[config.mk]
export PLATFORM = sky130hd
export DESIGN_NAME = execute_md
export DESIGN_NICKNAME = d
export VERILOG_FILES = /design/src/rtl/execute_pkg.sv /design/src/rtl/alu.sv /design/src/rtl/muldiv_iter.sv /design/src/rtl/execute_md.sv
export SDC_FILE = /design/constraint.sdc
export NUM_CORES = 1
export LEC_CHECK = 0
export BUFFER_PORTS_ARGS = -buffer_cell sky130_fd_sc_hd__clkbuf_2
export CAP_MARGIN = 20
export CORE_UTILIZATION = 32
export CTS_CLUSTER_DIAMETER = 60
export CTS_CLUSTER_SIZE = 8
export DETAILED_ROUTE_END_ITERATION = 10
export HOLD_SLACK_MARGIN = 0.03
export PLACE_DENSITY_LB_ADDON = 0.25
export REMOVE_ABC_BUFFERS = 1
export SLEW_MARGIN = 25
export SYNTH_ARGS = -nofsm -noshare
export SYNTH_HDL_FRONTEND = slang
export SYNTH_SLANG_ARGS = --single-unit
[constraint.sdc]
create_clock -name clk -period 18.8 [get_ports clk]
set_clock_uncertainty 0.2 [all_clocks]
set_input_delay 2.82 -clock clk [delete_from_list [all_inputs] [get_ports clk]]
set_output_delay 2.82 -clock clk [all_outputs]
set_load 0.02 [all_outputs]
[src/rtl/execute_pkg.sv]
// rtl/execute_pkg.sv - shared encodings for the execute stage and its mul/div unit
package execute_pkg;

    typedef enum logic [1:0] {
        MD_MUL   = 2'b00,
        MD_MULHU = 2'b01,
        MD_DIVU  = 2'b10,
        MD_REMU  = 2'b11
    } md_op_t;

    typedef enum logic [1:0] {
        FWD_REG     = 2'b00,
        FWD_WB      = 2'b01,
        FWD_MEM     = 2'b10,
        FWD_REG_ALT = 2'b11
    } fwd_sel_t;

    localparam logic SRC_A_RS1 = 1'b0;
    localparam logic SRC_A_PC  = 1'b1;
    localparam logic SRC_B_RS2 = 1'b0;
    localparam logic SRC_B_IMM = 1'b1;

    typedef enum logic [1:0] {
        MD_IDLE = 2'b00,
        MD_RUN  = 2'b01,
        MD_DONE = 2'b10
    } md_state_t;

    localparam int ALU_ADD    = 0;
    localparam int ALU_SUB    = 1;
    localparam int ALU_AND    = 2;
    localparam int ALU_OR     = 3;
    localparam int ALU_XOR    = 4;
    localparam int ALU_SLL    = 5;
    localparam int ALU_SRL    = 6;
    localparam int ALU_SRA    = 7;
    localparam int ALU_SLT    = 8;
    localparam int ALU_SLTU   = 9;
    localparam int ALU_PASS_B = 10;

endpackage

[src/rtl/alu.sv]
// rtl/alu.sv - combinational integer ALU of the execute stage
module alu
    import execute_pkg::*;
#(
    parameter int XLEN = 32,
    parameter int OP_W = 4
) (
    input  logic [OP_W-1:0] op,
    input  logic [XLEN-1:0] a,
    input  logic [XLEN-1:0] b,
    output logic [XLEN-1:0] y
);
    localparam int SH_W = $clog2(XLEN);

    always_comb begin
        y = '0;
        case (op)
            OP_W'(ALU_ADD):    y = a + b;
            OP_W'(ALU_SUB):    y = a - b;
            OP_W'(ALU_AND):    y = a & b;
            OP_W'(ALU_OR):     y = a | b;
            OP_W'(ALU_XOR):    y = a ^ b;
            OP_W'(ALU_SLL):    y = a << b[SH_W-1:0];
            OP_W'(ALU_SRL):    y = a >> b[SH_W-1:0];
            OP_W'(ALU_SRA):    y = $signed(a) >>> b[SH_W-1:0];
            OP_W'(ALU_SLT):    y = {{(XLEN-1){1'b0}}, ($signed(a) < $signed(b))};
            OP_W'(ALU_SLTU):   y = {{(XLEN-1){1'b0}}, (a < b)};
            OP_W'(ALU_PASS_B): y = b;
            default:           y = '0;
        endcase
    end
endmodule

[src/rtl/muldiv_iter.sv]
// rtl/muldiv_iter.sv - one-bit-per-cycle shift-add multiplier and restoring divider
module muldiv_iter
    import execute_pkg::*;
#(
    parameter int XLEN = 32
) (
    input  logic            clk,
    input  logic            start,
    input  logic [1:0]      op,
    input  logic [XLEN-1:0] a,
    input  logic [XLEN-1:0] b,
    input  logic            abort,
    input  logic            ack,
    output logic            busy,
    output logic            done,
    output logic [XLEN-1:0] result
);
    localparam int CNT_W = $clog2(XLEN);

    md_state_t         state_q, state_d;
    logic [CNT_W-1:0]  cnt_q;
    logic [1:0]        op_q;
    logic [XLEN-1:0]   b_q;
    // Upper half: partial product / remainder. Lower half: multiplier / dividend -> quotient.
    logic [2*XLEN-1:0] acc_q, acc_next;
    logic [XLEN:0]     sum, rem_sh, diff;
    logic              last;

    assign last = (cnt_q == CNT_W'(XLEN - 1));

    always_comb begin
        state_d = state_q;
        case (state_q)
            MD_IDLE: if (start) state_d = MD_RUN;
            MD_RUN:  if (last)  state_d = MD_DONE;
            MD_DONE: if (ack)   state_d = MD_IDLE;
            default:            state_d = MD_IDLE;
        endcase
        if (abort) state_d = MD_IDLE;
    end

    always_ff @(posedge clk) begin
        state_q <= state_d;
    end

    // A zero divisor always "fits", giving an all-ones quotient and the dividend as remainder.
    always_comb begin
        sum      = {1'b0, acc_q[2*XLEN-1:XLEN]} + (acc_q[0] ? {1'b0, b_q} : '0);
        rem_sh   = {acc_q[2*XLEN-1:XLEN], acc_q[XLEN-1]};
        diff     = rem_sh - {1'b0, b_q};
        acc_next = acc_q;
        if (!op_q[1])
            acc_next = {sum, acc_q[XLEN-1:1]};
        else if (!diff[XLEN])
            acc_next = {diff[XLEN-1:0], acc_q[XLEN-2:0], 1'b1};
        else
            acc_next = {rem_sh[XLEN-1:0], acc_q[XLEN-2:0], 1'b0};
    end

    always_ff @(posedge clk) begin
        if (abort) begin
            acc_q <= '0;
            b_q   <= '0;
            op_q  <= '0;
            cnt_q <= '0;
        end else if (state_q == MD_IDLE && start) begin
            op_q  <= op;
            b_q   <= b;
            acc_q <= {{XLEN{1'b0}}, a};
            cnt_q <= '0;
        end else if (state_q == MD_RUN) begin
            acc_q <= acc_next;
            cnt_q <= cnt_q + CNT_W'(1);
        end
    end

    assign busy   = (state_q == MD_IDLE && start) || (state_q == MD_RUN);
    assign done   = (state_q == MD_DONE);
    assign result = op_q[0] ? acc_q[2*XLEN-1:XLEN] : acc_q[XLEN-1:0];
endmodule

[src/rtl/execute_md.sv]
// rtl/execute_md.sv - execute stage: D/E register, forwarding, ALU and iterative mul/div
module execute_md
    import execute_pkg::*;
#(
    parameter int XLEN     = 32,
    parameter int REG_AW   = 5,
    parameter int ALU_OP_W = 4
) (
    input  logic                clk,
    input  logic                rst,
    input  logic                valid_d,
    input  logic                rd_write_d,
    input  logic [1:0]          rd_write_src_d,
    input  logic                mem_write_d,
    input  logic [ALU_OP_W-1:0] alu_op_d,
    input  logic                alu_src_a_d,
    input  logic                alu_src_b_d,
    input  logic                md_en_d,
    input  logic [1:0]          md_op_d,
    input  logic [REG_AW-1:0]   rd_d,
    input  logic [REG_AW-1:0]   rs1_d,
    input  logic [REG_AW-1:0]   rs2_d,
    input  logic [XLEN-1:0]     imm_d,
    input  logic [XLEN-1:0]     pc_d,
    input  logic [XLEN-1:0]     rs1_data_d,
    input  logic [XLEN-1:0]     rs2_data_d,
    input  logic [XLEN-1:0]     alu_res_m,
    input  logic [XLEN-1:0]     rd_data_w,
    input  logic                stall_e,
    input  logic                flush_e,
    input  logic [1:0]          fwd_rs1_e,
    input  logic [1:0]          fwd_rs2_e,
    output logic                issue_e,
    output logic                rd_write_e,
    output logic                mem_write_e,
    output logic [1:0]          rd_write_src_e,
    output logic [REG_AW-1:0]   rd_e,
    output logic [REG_AW-1:0]   rs1_e,
    output logic [REG_AW-1:0]   rs2_e,
    output logic [XLEN-1:0]     pc_e,
    output logic [XLEN-1:0]     res_e,
    output logic [XLEN-1:0]     mem_data_e,
    output logic                md_busy_e
);
    logic                valid_q, rd_write_q, mem_write_q, alu_src_a_q, alu_src_b_q, md_en_q;
    logic [1:0]          rd_write_src_q, md_op_q;
    logic [ALU_OP_W-1:0] alu_op_q;
    logic [REG_AW-1:0]   rd_q, rs1_q, rs2_q;
    logic [XLEN-1:0]     imm_q, pc_q, rs1_data_q, rs2_data_q;
    logic [XLEN-1:0]     rs1_fwd, rs2_fwd, src_a, src_b, alu_y, md_result;
    logic                load, clear, md_done;

    assign clear = rst || flush_e;
    assign load  = !stall_e && !md_busy_e;

    always_ff @(posedge clk) begin
        if (clear) begin
            valid_q <= 1'b0;       rd_write_q <= 1'b0;     mem_write_q <= 1'b0;
            alu_src_a_q <= 1'b0;   alu_src_b_q <= 1'b0;    md_en_q <= 1'b0;
            rd_write_src_q <= '0;  md_op_q <= '0;          alu_op_q <= '0;
            rd_q <= '0;            rs1_q <= '0;            rs2_q <= '0;
            imm_q <= '0;           pc_q <= '0;
            rs1_data_q <= '0;      rs2_data_q <= '0;
        end else if (load) begin
            valid_q <= valid_d;             rd_write_q <= rd_write_d;   mem_write_q <= mem_write_d;
            alu_src_a_q <= alu_src_a_d;     alu_src_b_q <= alu_src_b_d; md_en_q <= md_en_d;
            rd_write_src_q <= rd_write_src_d; md_op_q <= md_op_d;       alu_op_q <= alu_op_d;
            rd_q <= rd_d;                   rs1_q <= rs1_d;             rs2_q <= rs2_d;
            imm_q <= imm_d;                 pc_q <= pc_d;
            rs1_data_q <= rs1_data_d;       rs2_data_q <= rs2_data_d;
        end
    end

    always_comb begin
        case (fwd_sel_t'(fwd_rs1_e))
            FWD_WB:  rs1_fwd = rd_data_w;
            FWD_MEM: rs1_fwd = alu_res_m;
            default: rs1_fwd = rs1_data_q;
        endcase
        case (fwd_sel_t'(fwd_rs2_e))
            FWD_WB:  rs2_fwd = rd_data_w;
            FWD_MEM: rs2_fwd = alu_res_m;
            default: rs2_fwd = rs2_data_q;
        endcase
    end

    assign src_a = (alu_src_a_q == SRC_A_PC)  ? pc_q  : rs1_fwd;
    assign src_b = (alu_src_b_q == SRC_B_IMM) ? imm_q : rs2_fwd;

    alu #(.XLEN(XLEN), .OP_W(ALU_OP_W)) u_alu (
        .op (alu_op_q),
        .a  (src_a),
        .b  (src_b),
        .y  (alu_y)
    );

    // DONE is released on the same edge the next instruction enters the E register.
    muldiv_iter #(.XLEN(XLEN)) u_muldiv (
        .clk    (clk),
        .start  (valid_q && md_en_q),
        .op     (md_op_q),
        .a      (rs1_fwd),
        .b      (rs2_fwd),
        .abort  (clear),
        .ack    (load),
        .busy   (md_busy_e),
        .done   (md_done),
        .result (md_result)
    );

    assign issue_e        = valid_q && !md_busy_e;
    assign rd_write_e     = rd_write_q && issue_e;
    assign mem_write_e    = mem_write_q && issue_e;
    assign rd_write_src_e = rd_write_src_q;
    assign rd_e           = rd_q;
    assign rs1_e          = rs1_q;
    assign rs2_e          = rs2_q;
    assign pc_e           = pc_q;
    assign res_e          = md_done ? md_result : alu_y;
    assign mem_data_e     = rs2_fwd;
endmodule

==> out/results.ini, run 1 <==
[pwr]
peakVddDrop_uv=64.6
p_leak_nw=12.0
power.total_mw=2.25
powerDensity_nw_per_um2=76.2

[worst_setup_path]
critPathRequiredTime_ns=15.78
r2r-start=u_muldiv.acc_q[0]
worstPathArrival_ns=8.86
crit_path_start=fwd_rs2_e[0]
ff2ff_setup_slack_ns=14.18
critPathMaxFanout=56
setup.worst_path.end_class=output pin
path_class=primary input to output pin
cp-start-kind=primary input

[finish]
final_layout_size_suffix_gt1_frac=0.155
layout_common_cells=nand2_1, a21oi_1, clkbuf_2
final_nets=4168
fillers=8499
syn_to_final_growth_pct=15.9
final_common_cell=nand2_1
diodes=0

[place]
place_ws_ns=7.13
port_buffers=345
hpwl_um=84800
gp_congestion=0.981

[sta]
fmax_mhz=84.2
layout_setup_ws_ns=6.92
worst_pin_slew_ns=1.04
finalHoldWorstSlack_ns=0.249
setup_tns_ns=0
slew_headroom=0.304
finalCriticalPeriod_ns=11.88
min_period_over_period=0.632
rsz0062_at_grt=no
slew_violations=0
hold_violations=0
setup_viol_count_final=0

[clocking]
cts_tree=done
htreeDepth=2
clock-sinks=262
cts-root-buf=clkbuf_16
cts_resized=0
path_clk_slew_ns=0.05
clk_latency_ns=0.58
clockBufferDepth=3
cts_buffers=45
cts_hold_buf=0
cts_setup_buffers=0

[floorplanning]
die_area_um2=80800
die_height_um=284
core_um2=78900
die_w_um=284
ios=346
initial_core_util=0.323
rows=103

[logic_synthesis]
synth.avg_cell_area_um2=7.14
async_flop_share=0
yosysSeqAreaShare=0.206
synth_area_um2=25500
yosysWarnings=0
ys_ff_latch=262
synthCells=3567
synth_edf_count=0
ys_types=91
synthFlopType=dfxtp_1

[routing]
drc=0
drt-total-wl_um=114000
drt_first_iter_violations=2675
avgRoutedWirePerCell_um=23.6
viasPerCell=5.74
drtAntennaViolNets=0
vias=27702
dr.pass1.iters=8

[global_routing]
grt_max_degree=96
grt_pass1_vias=26251
grt_usage=0.271
grt_pass1_wl_um=170000
antenna_found_initial=1
grt-ovfl-total=0

[run_status]
outcome=complete, no violations

[min_path]
hp-class=flop to flop
hold_start=mem_write_q

[run]
max_cap_violations=0

## sequential cells by signal, indices dropped and copies added, names as in the netlist, 2 cells and up
| signal | flops |
|---|---|
| md_op_q | 2 |
| pc_e | 32 |
| imm_q | 32 |
| u_muldiv.state_q | 2 |
| u_muldiv.op_q | 2 |
| rd_e | 5 |
| rd_write_src_e | 2 |
| alu_op_q | 4 |
| u_muldiv.acc_q | 64 |
| rs2_e | 5 |
| rs1_e | 5 |
| u_muldiv.b_q | 32 |
| rs1_data_q | 32 |
| rs2_data_q | 32 |
| u_muldiv.cnt_q | 5 |
## Yosys cell counts (11+ instances only)
cell,count,area (µm²)
inv_1,178,668
a21oi_1,391,1960
and3_1,22,138
and2_1,49,307
nand2_1,602,2260
o221ai_1,27,236
nand3_1,42,210
o22ai_1,30,188
mux2i_1,206,2060
nand2b_1,27,169
o21bai_1,17,128
a211oi_1,46,345
mux2_2,44,495
o211ai_1,36,270
o21a_1,19,143
a221oi_2,15,225
dfxtp_1,262,5250
ha_1,174,2180
clkbuf_1,200,751
a31oi_1,25,156
buf_1,27,101
a22oi_1,67,503
xor2_1,21,184
a221oi_1,88,771
nor2b_1,29,181
o21ai_1,42,210
a211o_1,11,96.3
xnor2_1,54,473
nor3_1,45,225
buf_2,32,160
o31ai_1,18,135
nor3b_1,39,293
nor2_1,281,1050
nor4_1,11,68.8
o21ai_0,170,851
a31o_1,13,114
a21o_1,36,270
## layout make-up
class | instances | area, µm² | area share
inverters | 185 | 697 | 0.0236
clock inverters | 13 | 256 | 0.00868
clock buffers | 53 | 1210 | 0.0409
well taps | 1050 | 1310 | 0.0445
repair buffers | 412 | 2230 | 0.0754
multi-input cells | 2855 | 18600 | 0.629
flip-flops and latches | 262 | 5250 | 0.178
## power breakdown
part	total [mW]	leakage (nW)	internal (mW)	switching (mW)
combinational	0.843	9.18	0.281	0.562
clock	0.832	0.706	0.533	0.299
sequential	0.576	2.13	0.567	0.00889
## worst max-delay path, cell delays in order
cell and delay [ns]:
clkbuf_2 0.10, inv_1 0.05, ha_2 0.47, buf_4 0.56, nand2_1 0.11, o21ai_1 0.19, mux2i_2 0.11, buf_4 0.29
inv_2 0.08, buf_4 0.46, ha_1 0.34, nand2b_1 0.14, a311o_1 0.20, o211ai_1 0.26, o2111ai_1 0.35, nand2_1 0.18
o41ai_1 0.78, a41oi_1 0.39, a21boi_0 0.34, mux2i_1 0.23, o211ai_1 0.14, clkbuf_2 0.18
## final timing paths
check / cells past startpoint / end
setup / recovery: 22 / res_e[31]
hold / removal: 2 / mem_write_q
setup reg to reg: 15 / u_muldiv.acc_q[63]
hold reg to reg: 2 / mem_write_q
## routing by layer
| metal | GRT usage | routed length (µm) | up-vias |
|---|---|---|---|
| met5 | 0 | 0 | - |
| met4 | 0.0867 | 3660 | 0 |
| met3 | 0.0449 | 7840 | 180 |
| met2 | 0.445 | 52500 | 1083 |
| met1 | 0.360 | 50000 | 13221 |
| li1 | - | - | 13218 |
## cells by family (layout without fill, tap and decap cells)
kind of cell               Yosys count  after routing  synth area share
muxes                              260            260             0.108
AOI/OAI and AO/OA                 1155           1155             0.297
xor gates and xnor gates            75             75            0.0258
adders and majority gates          178            178            0.0886
and+or+nand+nor                   1187           1187             0.204
DFF                                262            262             0.206
buffers and inverters              450            663            0.0701
## stage by stage
stage	cell area, µm²	util	instances
after floorplan	24400	-	3302
after global placement	28100	0.356	4763
after detailed placement	28100	0.356	4763
after CTS	29500	0.374	4829
after global routing	29500	0.375	4830
final	29500	0.375	4830
No activity file was read; power rests on OpenSTA's default activity.
==> inputs of run 2 (changes only) <==
==> constraint.sdc (replaced) <==
create_clock -name clk -period 12.45 [get_ports clk]
set_clock_uncertainty 0.2 [all_clocks]
set_input_delay 1.8675 -clock clk [delete_from_list [all_inputs] [get_ports clk]]
set_output_delay 1.8675 -clock clk [all_outputs]
set_load 0.02 [all_outputs]
==> run 2 against run 1 <==
Net effect:
- critical path depth fell by 3
- sequential share of layout area barely moved
- largest power group unchanged
- global-route usage rose by 0.058 points
- clock-buffer cell count rose by 2
- cell area fell by 0.27%
==> out/results.ini, run 2 (synthesized netlist as in run 1, its figures left out) <==
[floorplanning]
core_um2=78900  ; unchanged
die_area_um2=80800  ; unchanged
initial_core_util=0.323  ; unchanged
die_height_um=284  ; unchanged
ios=346  ; unchanged
die_w_um=284  ; unchanged
rows=103  ; unchanged

[run_status]
outcome=complete, no violations

[routing]
wl_met2_um=51400  ; -1.9%
dr.pass1.iters=6  ; -2
avgRoutedWirePerCell_um=23.7  ; +0.31%
wl_met1_um=50000  ; about the same
topRoutingLayerUsed=met5
drc=0  ; unchanged
vias=27748  ; +0.17%
viasPerCell=5.75  ; +0.21%
drtAntennaViolNets=0  ; unchanged
wl_met3_um=8150  ; +4.0%
drt_first_iter_violations=2557  ; -4.4%
drt-total-wl_um=114000  ; +0.26%

[sta]
slew_headroom=0.290  ; -0.0141
fmax_mhz=104
min_period_over_period=0.773
rsz0062_at_grt=no
finalCriticalPeriod_ns=9.63
layout_setup_ws_ns=2.82  ; -4.10 ns
slew_violations=0  ; unchanged
setup_viol_count_final=0  ; unchanged
finalHoldWorstSlack_ns=0.247  ; -0.00150 ns
hold_violations=0  ; unchanged
setup_tns_ns=0  ; unchanged
worst_pin_slew_ns=1.05  ; +0.00996 ns

[worst_setup_path]
cp-start-kind=primary input
worstPathArrival_ns=7.56  ; -1.30 ns
critPathRequiredTime_ns=10.38  ; -5.40 ns
path_class=primary input to output pin
ff2ff_setup_slack_ns=7.96  ; -6.22 ns
setup.worst_path.end_class=output pin
critPathMaxFanout=32  ; -43%

[clocking]
cts_hold_buf=0  ; unchanged
htreeDepth=2  ; unchanged
cts_resized=0  ; unchanged
clockBufferDepth=3  ; unchanged
clk_latency_ns=0.58  ; about the same
cts_setup_buffers=0  ; unchanged
clock-sinks=262  ; unchanged
cts_buffers=46  ; +2.2%
cts_tree=done
path_clk_slew_ns=0.05  ; about the same
cts-root-buf=clkbuf_16

[global_routing]
grt-ovfl-total=0  ; unchanged
grt_max_degree=72  ; -25%
grt_pass1_wl_um=170000  ; +0.10%
antenna_found_initial=2  ; +1
grt_usage=0.272  ; +0.000577
grt_pass1_vias=26622  ; +1.4%

[finish]
largest_reg_flops=64  ; unchanged
top_register=u_muldiv.acc_q
layout_common_cells=nand2_1, a21oi_1, clkbuf_2
syn_to_final_growth_pct=15.6
final_nets=4164  ; -0.096%
final_common_cell=nand2_1
design_area_um2=29500  ; -0.27%
diodes=0  ; unchanged
stdcell_count=4828  ; -0.041%
final_util=0.374  ; -0.000999
final_layout_size_suffix_gt1_frac=0.154  ; -0.000447

[place]
dp.cells=4759  ; -0.084%
place_ws_ns=2.93  ; -4.20 ns
post_dp_cell_area_um2=28000  ; -0.11%
hpwl_um=85000  ; +0.27%
port_buffers=345  ; unchanged
gp_congestion=0.991  ; +1.0%

[run]
max_cap_violations=0  ; unchanged

[pwr]
powerDensity_nw_per_um2=114  ; +50%
peakVddDrop_uv=108  ; +67%
power.total_mw=3.36  ; +49%
p_leak_nw=12.0  ; -0.40%

[min_path]
hp-class=flop to flop

==> run 2: final cells by class <==
type,count,area [µm²]
fillers,8536,49400
multi-input cells,2855,18600
flip-flops and latches,262,5250
repair buffers,407,2190
well taps,1050,1310
clock buffers,55,1230
inverters,185,697
clock inverters,14,185
==> run 2: path summary, 6_finish.rpt <==
kind / from / endpoint / cells past startpoint
max: fwd_rs1_e[1] / res_e[0] / 19
max reg2reg: u_muldiv.acc_q[0] / u_muldiv.acc_q[63] / 13
min reg2reg: mem_write_q / mem_write_q / 2
min: mem_write_q / mem_write_q / 2
==> run 2: worst max-delay path: stages <==
cell	delay (ns)
clkbuf_2	0.11
inv_1	0.06
ha_2	0.82
a22oi_1	0.20
a221oi_1	0.73
inv_1	0.19
ha_1	0.28
fa_1	0.45
nor2b_1	0.21
o2111ai_1	0.15
a211oi_1	0.49
o311ai_1	0.28
nand3_1	0.22
a31oi_1	0.19
a21oi_1	0.38
a41oi_1	0.32
o211ai_1	0.28
a31oi_1	0.14
clkbuf_2	0.18
==> run 2: routing by layer <==
metal  vias up  global-route usage
met5         -                   0
met4         2               0.105
met3       224              0.0492
met2      1149               0.440
met1     13171               0.356
li1      13202                   -
==> run 2: where the power goes <==
part	switching (mW)	internal (mW)	leakage [nW]	total [mW]
Combinational	0.846	0.423	9.16	1.27
Sequential	0.0140	0.856	2.13	0.870
Clock	0.462	0.758	0.683	1.22
